**config.mk**
```make
export PLATFORM = sky130hd
export DESIGN_NAME = word_copy_flat
export DESIGN_NICKNAME = d
export VERILOG_FILES = /design/src/rtl/word_copy_pkg.sv /design/src/rtl/word_copy_if.sv /design/src/rtl/word_copy_csr.sv /design/src/rtl/word_copy.sv /design/src/flat_wrapper.sv
export SDC_FILE = /design/constraint.sdc
export NUM_CORES = 1
export LEC_CHECK = 0
export CAP_MARGIN = 20
export CORE_ASPECT_RATIO = 1.1
export CORE_MARGIN = 2
export CORE_UTILIZATION = 57
export DETAILED_ROUTE_END_ITERATION = 8
export HOLD_SLACK_MARGIN = 0.03
export PLACE_DENSITY = 0.79
export SLEW_MARGIN = 40
export SYNTH_ARGS = -nofsm -noshare
export SYNTH_HDL_FRONTEND = slang
export SYNTH_SLANG_ARGS = --single-unit
```
**constraint.sdc**
```tcl
create_clock -name clk -period 11.15 [get_ports clk]
set_clock_uncertainty 0.05 [all_clocks]
set_input_delay 1.115 -clock clk [delete_from_list [all_inputs] [get_ports clk]]
set_output_delay 1.115 -clock clk [all_outputs]
set_load 0.1 [all_outputs]
```
**src/rtl/word_copy_pkg.sv**
```systemverilog
// word_copy_pkg: shared definitions for the word-copy DMA engine.
//   - copy FSM state encodings
//   - CPU-visible register indices
//   - copy configuration record (SRC/DST/COUNT)
//   - byte-address helper for the word index
package word_copy_pkg;

  localparam logic [1:0] IDLE    = 2'd0;
  localparam logic [1:0] RD_REQ  = 2'd1;
  localparam logic [1:0] RD_WAIT = 2'd2;
  localparam logic [1:0] WR      = 2'd3;

  localparam logic [3:0] REG_CTRL  = 4'd0;
  localparam logic [3:0] REG_SRC   = 4'd1;
  localparam logic [3:0] REG_DST   = 4'd2;
  localparam logic [3:0] REG_COUNT = 4'd3;

  typedef struct packed {
    logic [31:0] src;    // source byte address
    logic [31:0] dst;    // destination byte address
    logic [31:0] count;  // length in 32-bit words
  } copy_cfg_t;

  // Byte address of word idx from base; wraps mod 2^32 by construction.
  function automatic logic [31:0] word_addr(input logic [31:0] base,
                                            input logic [31:0] idx);
    return base + (idx << 2);
  endfunction

endpackage

```
**src/rtl/word_copy_if.sv**
```systemverilog
// word_copy_if: bundles the CPU-facing Avalon-MM slave bus and the
// memory-facing Avalon-MM master bus of the copy engine.
//   modport slave  : the engine's view (serves CPU, drives memory requests)
//   modport master : the environment's view (CPU drives requests, memory answers)
interface word_copy_if;

  // CPU -> engine register bus
  logic        slave_waitrequest;
  logic [3:0]  slave_address;
  logic        slave_read;
  logic [31:0] slave_readdata;
  logic        slave_write;
  logic [31:0] slave_writedata;

  // engine -> memory bus
  logic        master_waitrequest;
  logic [31:0] master_address;
  logic        master_read;
  logic [31:0] master_readdata;
  logic        master_readdatavalid;
  logic        master_write;
  logic [31:0] master_writedata;

  modport slave (
    output slave_waitrequest, slave_readdata,
    input  slave_address, slave_read, slave_write, slave_writedata,
    input  master_waitrequest, master_readdata, master_readdatavalid,
    output master_address, master_read, master_write, master_writedata
  );

  modport master (
    input  slave_waitrequest, slave_readdata,
    output slave_address, slave_read, slave_write, slave_writedata,
    output master_waitrequest, master_readdata, master_readdatavalid,
    input  master_address, master_read, master_write, master_writedata
  );

endinterface

```
**src/rtl/word_copy_csr.sv**
```systemverilog
// word_copy_csr: CPU register file and slave handshake.
//   clk, rst_n    clock, async active-high reset
//   address/read/write/writedata  slave request
//   engine_idle   copy engine has no transfer in flight
//   waitrequest   combinational stall back to the CPU
//   readdata      registered read data, held until the next read
//   cfg           programmed SRC/DST/COUNT
//   start         one-cycle pulse when a CTRL write is accepted
module word_copy_csr
  import word_copy_pkg::*;
(
  input  logic        clk,
  input  logic        rst_n,
  input  logic [3:0]  address,
  input  logic        read,
  input  logic        write,
  input  logic [31:0] writedata,
  input  logic        engine_idle,
  output logic        waitrequest,
  output logic [31:0] readdata,
  output copy_cfg_t   cfg,
  output logic        start
);

  logic ack;
  logic accept;

  // Every access, CTRL read included, is only taken while the engine is
  // idle; the ack cycle that follows is the single low-waitrequest cycle.
  assign accept      = (read | write) & ~ack & engine_idle;
  assign waitrequest = (read | write) & ~ack;
  assign start       = accept & write & (address == REG_CTRL);

  always_ff @(posedge clk or posedge rst_n) begin
    if (rst_n) begin
      ack      <= 1'b0;
      readdata <= '0;
      cfg      <= '0;
    end else begin
      ack <= accept;
      if (accept && read) begin
        case (address)
          REG_SRC:   readdata <= cfg.src;
          REG_DST:   readdata <= cfg.dst;
          REG_COUNT: readdata <= cfg.count;
          default:   readdata <= '0;   // CTRL and unmapped read as zero
        endcase
      end
      if (accept && write) begin
        case (address)
          REG_SRC:   cfg.src   <= writedata;
          REG_DST:   cfg.dst   <= writedata;
          REG_COUNT: cfg.count <= writedata;
          default:   ;
        endcase
      end
    end
  end

endmodule

```
**src/rtl/word_copy.sv**
```systemverilog
// word_copy: memory-mapped word-copy DMA engine.
//   clk    single clock
//   rst_n  async reset, active-high
//   bus    word_copy_if.slave: CPU register port + memory master port
// The CPU programs SRC/DST/COUNT, writes CTRL to start, and a CTRL read
// stalls until the copy is finished. Each word is read, captured, then
// written; only one read is ever outstanding.
module word_copy
  import word_copy_pkg::*;
(
  input  logic       clk,
  input  logic       rst_n,
  word_copy_if.slave bus
);

  logic [1:0]  state;
  copy_cfg_t   cfg;
  copy_cfg_t   work;
  logic [31:0] idx;
  logic [31:0] data_q;
  logic        start;
  logic        engine_idle;

  assign engine_idle = (state == IDLE);

  word_copy_csr u_csr (
    .clk         (clk),
    .rst_n       (rst_n),
    .address     (bus.slave_address),
    .read        (bus.slave_read),
    .write       (bus.slave_write),
    .writedata   (bus.slave_writedata),
    .engine_idle (engine_idle),
    .waitrequest (bus.slave_waitrequest),
    .readdata    (bus.slave_readdata),
    .cfg         (cfg),
    .start       (start)
  );

  // Working copy of the config is latched at start so the CPU may
  // reprogram registers without disturbing a copy (such writes stall anyway).
  always_ff @(posedge clk or posedge rst_n) begin
    if (rst_n) begin
      state  <= IDLE;
      work   <= '0;
      idx    <= '0;
      data_q <= '0;
    end else begin
      case (state)
        IDLE: begin
          if (start && (cfg.count != 32'd0)) begin
            work  <= cfg;
            idx   <= '0;
            state <= RD_REQ;
          end
        end
        RD_REQ: begin
          if (!bus.master_waitrequest) state <= RD_WAIT;
        end
        RD_WAIT: begin
          // readdatavalid is only meaningful here; stray pulses elsewhere
          // fall through the other states untouched.
          if (bus.master_readdatavalid) begin
            data_q <= bus.master_readdata;
            state  <= WR;
          end
        end
        WR: begin
          if (!bus.master_waitrequest) begin
            idx   <= idx + 32'd1;
            state <= ((idx + 32'd1) == work.count) ? IDLE : RD_REQ;
          end
        end
        default: state <= IDLE;
      endcase
    end
  end

  // Master outputs decode straight from state so reset drops them at once.
  always_comb begin
    bus.master_read      = 1'b0;
    bus.master_write     = 1'b0;
    bus.master_address   = '0;
    bus.master_writedata = '0;
    case (state)
      RD_REQ: begin
        bus.master_read    = 1'b1;
        bus.master_address = word_addr(work.src, idx);
      end
      WR: begin
        bus.master_write     = 1'b1;
        bus.master_address   = word_addr(work.dst, idx);
        bus.master_writedata = data_q;
      end
      default: ;
    endcase
  end

endmodule

```
**src/flat_wrapper.sv**
```systemverilog
// flat-port wrapper written by rule: the top's interface ports become plain ports
module word_copy_flat import word_copy_pkg::*;
  (clk, rst_n, bus_slave_waitrequest, bus_slave_readdata, bus_slave_address, bus_slave_read, bus_slave_write, bus_slave_writedata, bus_master_waitrequest, bus_master_readdata, bus_master_readdatavalid, bus_master_address, bus_master_read, bus_master_write, bus_master_writedata);
  word_copy_if bus_i ();
  input  logic clk;
  input  logic rst_n;
  output wire logic [$bits(bus_i.slave_waitrequest)-1:0] bus_slave_waitrequest;
  output wire logic [$bits(bus_i.slave_readdata)-1:0] bus_slave_readdata;
  input wire logic [$bits(bus_i.slave_address)-1:0] bus_slave_address;
  input wire logic [$bits(bus_i.slave_read)-1:0] bus_slave_read;
  input wire logic [$bits(bus_i.slave_write)-1:0] bus_slave_write;
  input wire logic [$bits(bus_i.slave_writedata)-1:0] bus_slave_writedata;
  input wire logic [$bits(bus_i.master_waitrequest)-1:0] bus_master_waitrequest;
  input wire logic [$bits(bus_i.master_readdata)-1:0] bus_master_readdata;
  input wire logic [$bits(bus_i.master_readdatavalid)-1:0] bus_master_readdatavalid;
  output wire logic [$bits(bus_i.master_address)-1:0] bus_master_address;
  output wire logic [$bits(bus_i.master_read)-1:0] bus_master_read;
  output wire logic [$bits(bus_i.master_write)-1:0] bus_master_write;
  output wire logic [$bits(bus_i.master_writedata)-1:0] bus_master_writedata;
  assign bus_slave_waitrequest = bus_i.slave_waitrequest;
  assign bus_slave_readdata = bus_i.slave_readdata;
  assign bus_i.slave_address = bus_slave_address;
  assign bus_i.slave_read = bus_slave_read;
  assign bus_i.slave_write = bus_slave_write;
  assign bus_i.slave_writedata = bus_slave_writedata;
  assign bus_i.master_waitrequest = bus_master_waitrequest;
  assign bus_i.master_readdata = bus_master_readdata;
  assign bus_i.master_readdatavalid = bus_master_readdatavalid;
  assign bus_master_address = bus_i.master_address;
  assign bus_master_read = bus_i.master_read;
  assign bus_master_write = bus_i.master_write;
  assign bus_master_writedata = bus_i.master_writedata;
  word_copy u_core (.clk(clk), .rst_n(rst_n), .bus(bus_i));
endmodule
```
# After elaboration in Yosys (flattened, before gate mapping)
# Index checks and enable logic that the tools add are counted.
dict set report word_totals {
  romBits 0
  input_bits 74
  memories 0
  out_inout_bits 99
  regBits 291
  latch_bits 0
  ramBits 0
}
dict set report classes {
  n_reduce_logical 14
  magnitude_cmp 0
  n_div 0
  addsub 3
  shifts 0
  muxes 14
  mul 0
  n_bitwise 6
  eq_ne 11
}
# operator n
set ops {}
lappend ops {{$pmux 32 s2} 2}
lappend ops {{$mux 32} 3}
lappend ops {{$pmux 32 s3} 1}
lappend ops {{$add 32x32->32} 2}
lappend ops {{$add 32x1->32 const B} 1}
lappend ops {{$eq 32x32->1} 1}
lappend ops {{$reduce_bool 32->1} 1}
lappend ops {{$reduce_and 2->1} 5}
lappend ops {{$eq 4x2->1 const B} 2}
lappend ops {{$mux 2} 4}
lappend ops {{$pmux 2 s4} 1}
lappend ops {{$ne 2x2->1 const B} 3}
lappend ops {{$and 1x1->1} 4}
lappend ops {{$eq 2x2->1 const B} 2}
lappend ops {{$eq 4x1->1 const B} 1}
lappend ops {{$logic_not 4->1} 1}
lappend ops {{$reduce_and 4->1} 1}
lappend ops {{$logic_and 1x1->1} 3}
lappend ops {{$mux 1} 3}
lappend ops {{$reduce_and 3->1} 1}
lappend ops {{$eq 2x1->1 const B} 1}
lappend ops {{$logic_not 2->1} 1}
lappend ops {{$ne 2x1->1 const B} 1}
lappend ops {{$reduce_bool 2->1} 1}
lappend ops {{2 further kinds} 2}

# Longest topological paths before layout
dict set report logic_depth {
  ltp_word 8
  mapped_depth 16
  depth_no_buf 13
}

# By module
# Synthesis repeated with hierarchy kept, for this count alone.
dict set report hier_totals {
  cells_unflattened 1322
  hier_area_um2 15257.1
}
# mod area_each_um2 seq_area_each_um2 instances cells_each
set by_module_without_submodules {}
lappend by_module_without_submodules {word_copy 9845.7 4053.9 1 949}
lappend by_module_without_submodules {word_copy_csr 5411.4 3228.1 1 373}

# Worst setup path after synthesis
# No wires, ideal clock.
dict set report synth_timing {
  kind {register to output}
  start {register u_core.state[1]}
  end {output port bus_master_address[28]}
  stages_incl_launch_ff 17
  t_required_ps 9985
  setup_slack_ps 3599
  n_path_buf 3
  arrival_ps 6386
  path_cell_list {dfrtp_1 > ha_1 > clkbuf_1 > clkbuf_1 > clkbuf_1 > mux2_2 > ha_1 > fa_1 > a211o_1 > a211oi_1 > o21ai_0 > a31oi_1 > o31ai_1 > a221o_1 > a211oi_1 > o21ai_0 > a21oi_1}
}
dict set report synth_via {
  elab_chain_cells 2
  word_cells_on_any_way 3
  cone_classes {eq/ne (2); mux (1)}
}
# element line
set synth_rtl {}
lappend synth_rtl {{start, declared} word_copy.sv:16} ;# logic [1:0] state;
lappend synth_rtl {{start signal, assigned} word_copy.sv:71} ;# state <= ((idx + 32'd1) == work.count) ? IDLE : RD_REQ;
lappend synth_rtl {{$eq 2x2->1 / $eq 2x1->1 (equally long branches)} word_copy.sv:85} ;# case (state)
lappend synth_rtl {{$pmux 32 s2 (*)} word_copy.sv:85}
lappend synth_rtl {{end, declared} flat_wrapper.sv:16} ;# output wire logic [$bits(bus_i.master_address)-1:0] bus_master_address;
# Every way passes the cells marked *; elsewhere a longest branch is shown, timed or not.

# Worst setup path after layout
# Same ends and word-level chain as after synthesis.

==> summary.txt <==
Outcome
  – Status: complete, no violations

Logic synthesis
  – Yosys cell types: 62
  – Main area contributors after synthesis: dfrtp_1 (49%), mux2_2 (22%), ha_1 (3.5%)
  – Yosys warns: 0
  – Mean post-synth cell area: approximately 12 um2
  – Mapped Cells: 1290
  – Post-synth EDFFs: 0
  – Top-area cell type share of the netlist area: 48.6%
  – Post-synthesis sequential area ratio: 48.6%
  – Async SR Flop Fraction: 100%
  – FF+latch count, synth: about 290
  – Synth area leader: dfrtp_1
  – Post-Syn Area: approximately 15000 um2
  – Net Count, Synth: ~1.4k
  – Main synth FF type: dfrtp_1

Detailed routing
  – Via-to-Cell Ratio: 6.01
  – DRC violations left: 0
  – Antenna Nets Post-Route: 0
  – Post-Route WL: 37100 um
  – Vias: 10.9k
  – Drt initial violations: 776
  – First drt pass iteration count: 5
  – Drt wl/cell: 20.5 um

Clock network
  – Postcts setup bufs: 0
  – Hold-fix buffers, CTS: 0
  – Clock H-tree levels: 1
  – Clk Latency, worst-skew pair: 0.56 ns
  – Clock buffer depth: 3
  – CTS tree: built
  – Sink Count: 291
  – Root buffer cell: clkbuf_16
  – Resized cells post-CTS: 0
  – CTS clk-pin slew, worst paths: 0.06 ns
  – CTS buffer count: 29

Final layout
  – Layout Cell Area excl Fill: 17600 um2
  – Syn-to-layout area delta: 17.5%
  – Layout cells sized above 1: 32.3%
  – Fillers: 1925
  – Nets: 1557
  – Register Area: between 7000 and 8000 um2
  – Post-route insts no fill: between 1.5k and 2k
  – Footprint of the multi-input gates: 7400 um2

Global route
  – First-pass GRT wire length: 58800 um
  – Initial antenna violation count: 1
  – Grt total ovfl: 0
  – Largest net degree at the start of global routing: 148
  – Vias in the first global route: 10.7k
  – Total GRT Usage: a little over a quarter

Worst setup path
  – Critical path type: reg2out
  – CP max-delay cell: ha_2
  – Worst-path maximum fanout: 31
  – Arr. time, crit path: roughly 5.6 ns
  – Delay-heaviest family, CP: compound AO/OA/AOI/OAI gates
  – CP peak stage delay: 0.75 ns
  – CP Buf/Inv Count: 1
  – Critical Path RT: 9.99 ns
  – Critical Path Start Type: register
  – CP cell instances: ha_2, mux2_2, ha_1, fa_1, a211o_1, a211oi_1, o21ai_0, a31oi_1, o31ai_1, a221o_1, a211oi_1, o21ai_0, a21oi_1, buf_2
  – Crit. End Element: output pin

Floorplan
  – Die area: 27600 um2
  – Die width: 159 um
  – Initial Util: about 58%
  – I/O Pins: 173
  – Placeable Area: 26000 um2
  – Height of the die: 174 um
  – FP Rows: 62

STA
  – Setup Viol. Count Final: 0
  – Minimum clock period: around 6.8 ns
  – Final period util: between 60% and 70%
  – Max Transition Viols Final: 0
  – Fmax: 148 MHz
  – Worst slew pin tran: 0.831 ns
  – Slew margin rel.: 44.6%
  – RSZ-0062 raised after global routing: no
  – Post-route setup TNS: 0 ns
  – Hold Fails Final Rpt: 0
  – Setup ws final: 4.40 ns

Placement
  – Routability congestion estimate from global placement: 0.949
  – Port bufs: 172
  – Cell total after placement: 1761
  – Placed Area: 16500 um2
  – Hpwl dp: 25700 um
  – Pre-CTS setup slack: 5.01 ns

Pwr
  – P per Cell Area: 230 nW/um2
  – Worst VDD drop: between 0.15 and 0.2 mV
  – Pleak: a little under 9 nW

Min path
  – Type of the worst min-delay path: reg2reg

Run
  – Total of max-cap violations: 0
## flip-flops by register name (all words and copies together), names as in the netlist
name,flops
u_core.idx,32
u_core.data_q,32
u_core.state,2
u_core.u_csr.readdata,32
u_core.u_csr.cfg,96
u_core.u_csr.ack,1
u_core.work,96
## tightest hold or removal path: cells and delay by family (launching register included)
family | cells | cell delay (ns)
AO/OA/AOI/OAI | 1 | 0.06
AND/OR/NAND/NOR | 1 | 0.05
flip-flops | 1 | 0.34
## per-layer routing
| metal | GRT usage [%] | vias up | wire (um) |
|---|---|---|---|
| met4 | 7.24 | 2 | 773 |
| met2 | 41.6 | 349 | 17000 |
| met1 | 39.8 | 5534 | 17100 |
| met5 | 0 | - | 13 |
| met3 | 4.11 | 61 | 2290 |
| li1 | - | 4956 | - |
## final timing paths
kind	start	to	slack, ns	depth (start not counted)
max	u_core.state[1]	bus_master_address[28]	4.40	14
min	u_core.u_csr.readdata[23]	u_core.u_csr.readdata[23]	0.43	2
max reg2reg	u_core.u_csr.cfg[0]	u_core.idx[23]	6.91	10
min reg2reg	u_core.u_csr.readdata[23]	u_core.u_csr.readdata[23]	0.43	2
max in group asynchronous	rst_n	u_core.idx[25]	8.83	3
min in group asynchronous	rst_n	u_core.work[59]	1.08	2
## logic make-up after synthesis
group | count (synthesis) | share of synthesized area, %
mux | 287 | 21.6
buf+inv | 78 | 2.16
compound gates | 231 | 9.70
xor+xnor | 80 | 4.68
simple gates | 280 | 9.64
flops | 291 | 48.6
fa+ha+maj | 43 | 3.64
## cells in the final DEF, fill, tap and decap left out, drive strengths merged, types with 6 or more instances in the layout
cell	netlist	routed
xnor2	49	49
buf	13	115
nor2	64	64
clkdlybuf4s50	0	73
nor3	7	7
mux2	287	287
ha	42	42
and3	19	19
a21oi	32	32
dfrtp	291	291
nand2	78	78
clkbuf	56	43
o21ai	92	92
inv	9	10
a22o	7	7
o211ai	6	6
a22oi	32	32
o31ai	18	18
o21bai	6	6
a21o	14	14
nand3	23	23
xor2	31	31
nand4	13	13
and2	41	41
nor4	11	11
## where the power goes
| group | internal [W] | total [W] | switching (W) |
|---|---|---|---|
| Combinational | 0.000468 | 0.00144 | 0.000968 |
| Clock | 0.000664 | 0.00108 | 0.000415 |
| Sequential | 0.00132 | 0.00154 | 0.000215 |
| Total | 0.00246 | 0.00406 | 0.00160 |
## cell type report
| type | instances | share of cell area [%] |
|---|---|---|
| antenna | 1 | 0.0142 |
| sequential | 291 | 41.4 |
| inverter | 9 | 0.284 |
| timing repair buffer | 188 | 7.69 |
| multi-input combinational | 921 | 42.0 |
| tap | 352 | 2.50 |
| clock buffer | 43 | 5.05 |
| clock inverter | 10 | 1.04 |
## per-stage QoR
stage | util, % | power [W] | hold WS [ns]
3_5_place_dp | 63.6 | 0.00298 | 0.415
3_3_place_gp | 65.4 | 0.00300 | 0.416
4_1_cts | 67.7 | 0.00407 | 0.428
5_1_grt | 67.7 | 0.00424 | 0.454
6_report | 67.7 | 0.00406 | 0.431
2_1_floorplan | - | 0.00264 | 0.416
## synth_stat cells (all sizes together), types with 9 or more instances
master / instances
a21o: 14
a21oi: 32
a22oi: 32
and2: 41
and3: 19
buf: 13
clkbuf: 56
dfrtp: 291
ha: 42
inv: 9
mux2: 287
nand2: 78
nand3: 23
nand4: 13
nor2: 64
nor4: 11
o21ai: 92
o31ai: 18
xnor2: 49
xor2: 31
Power figures use the tool's default switching activity.
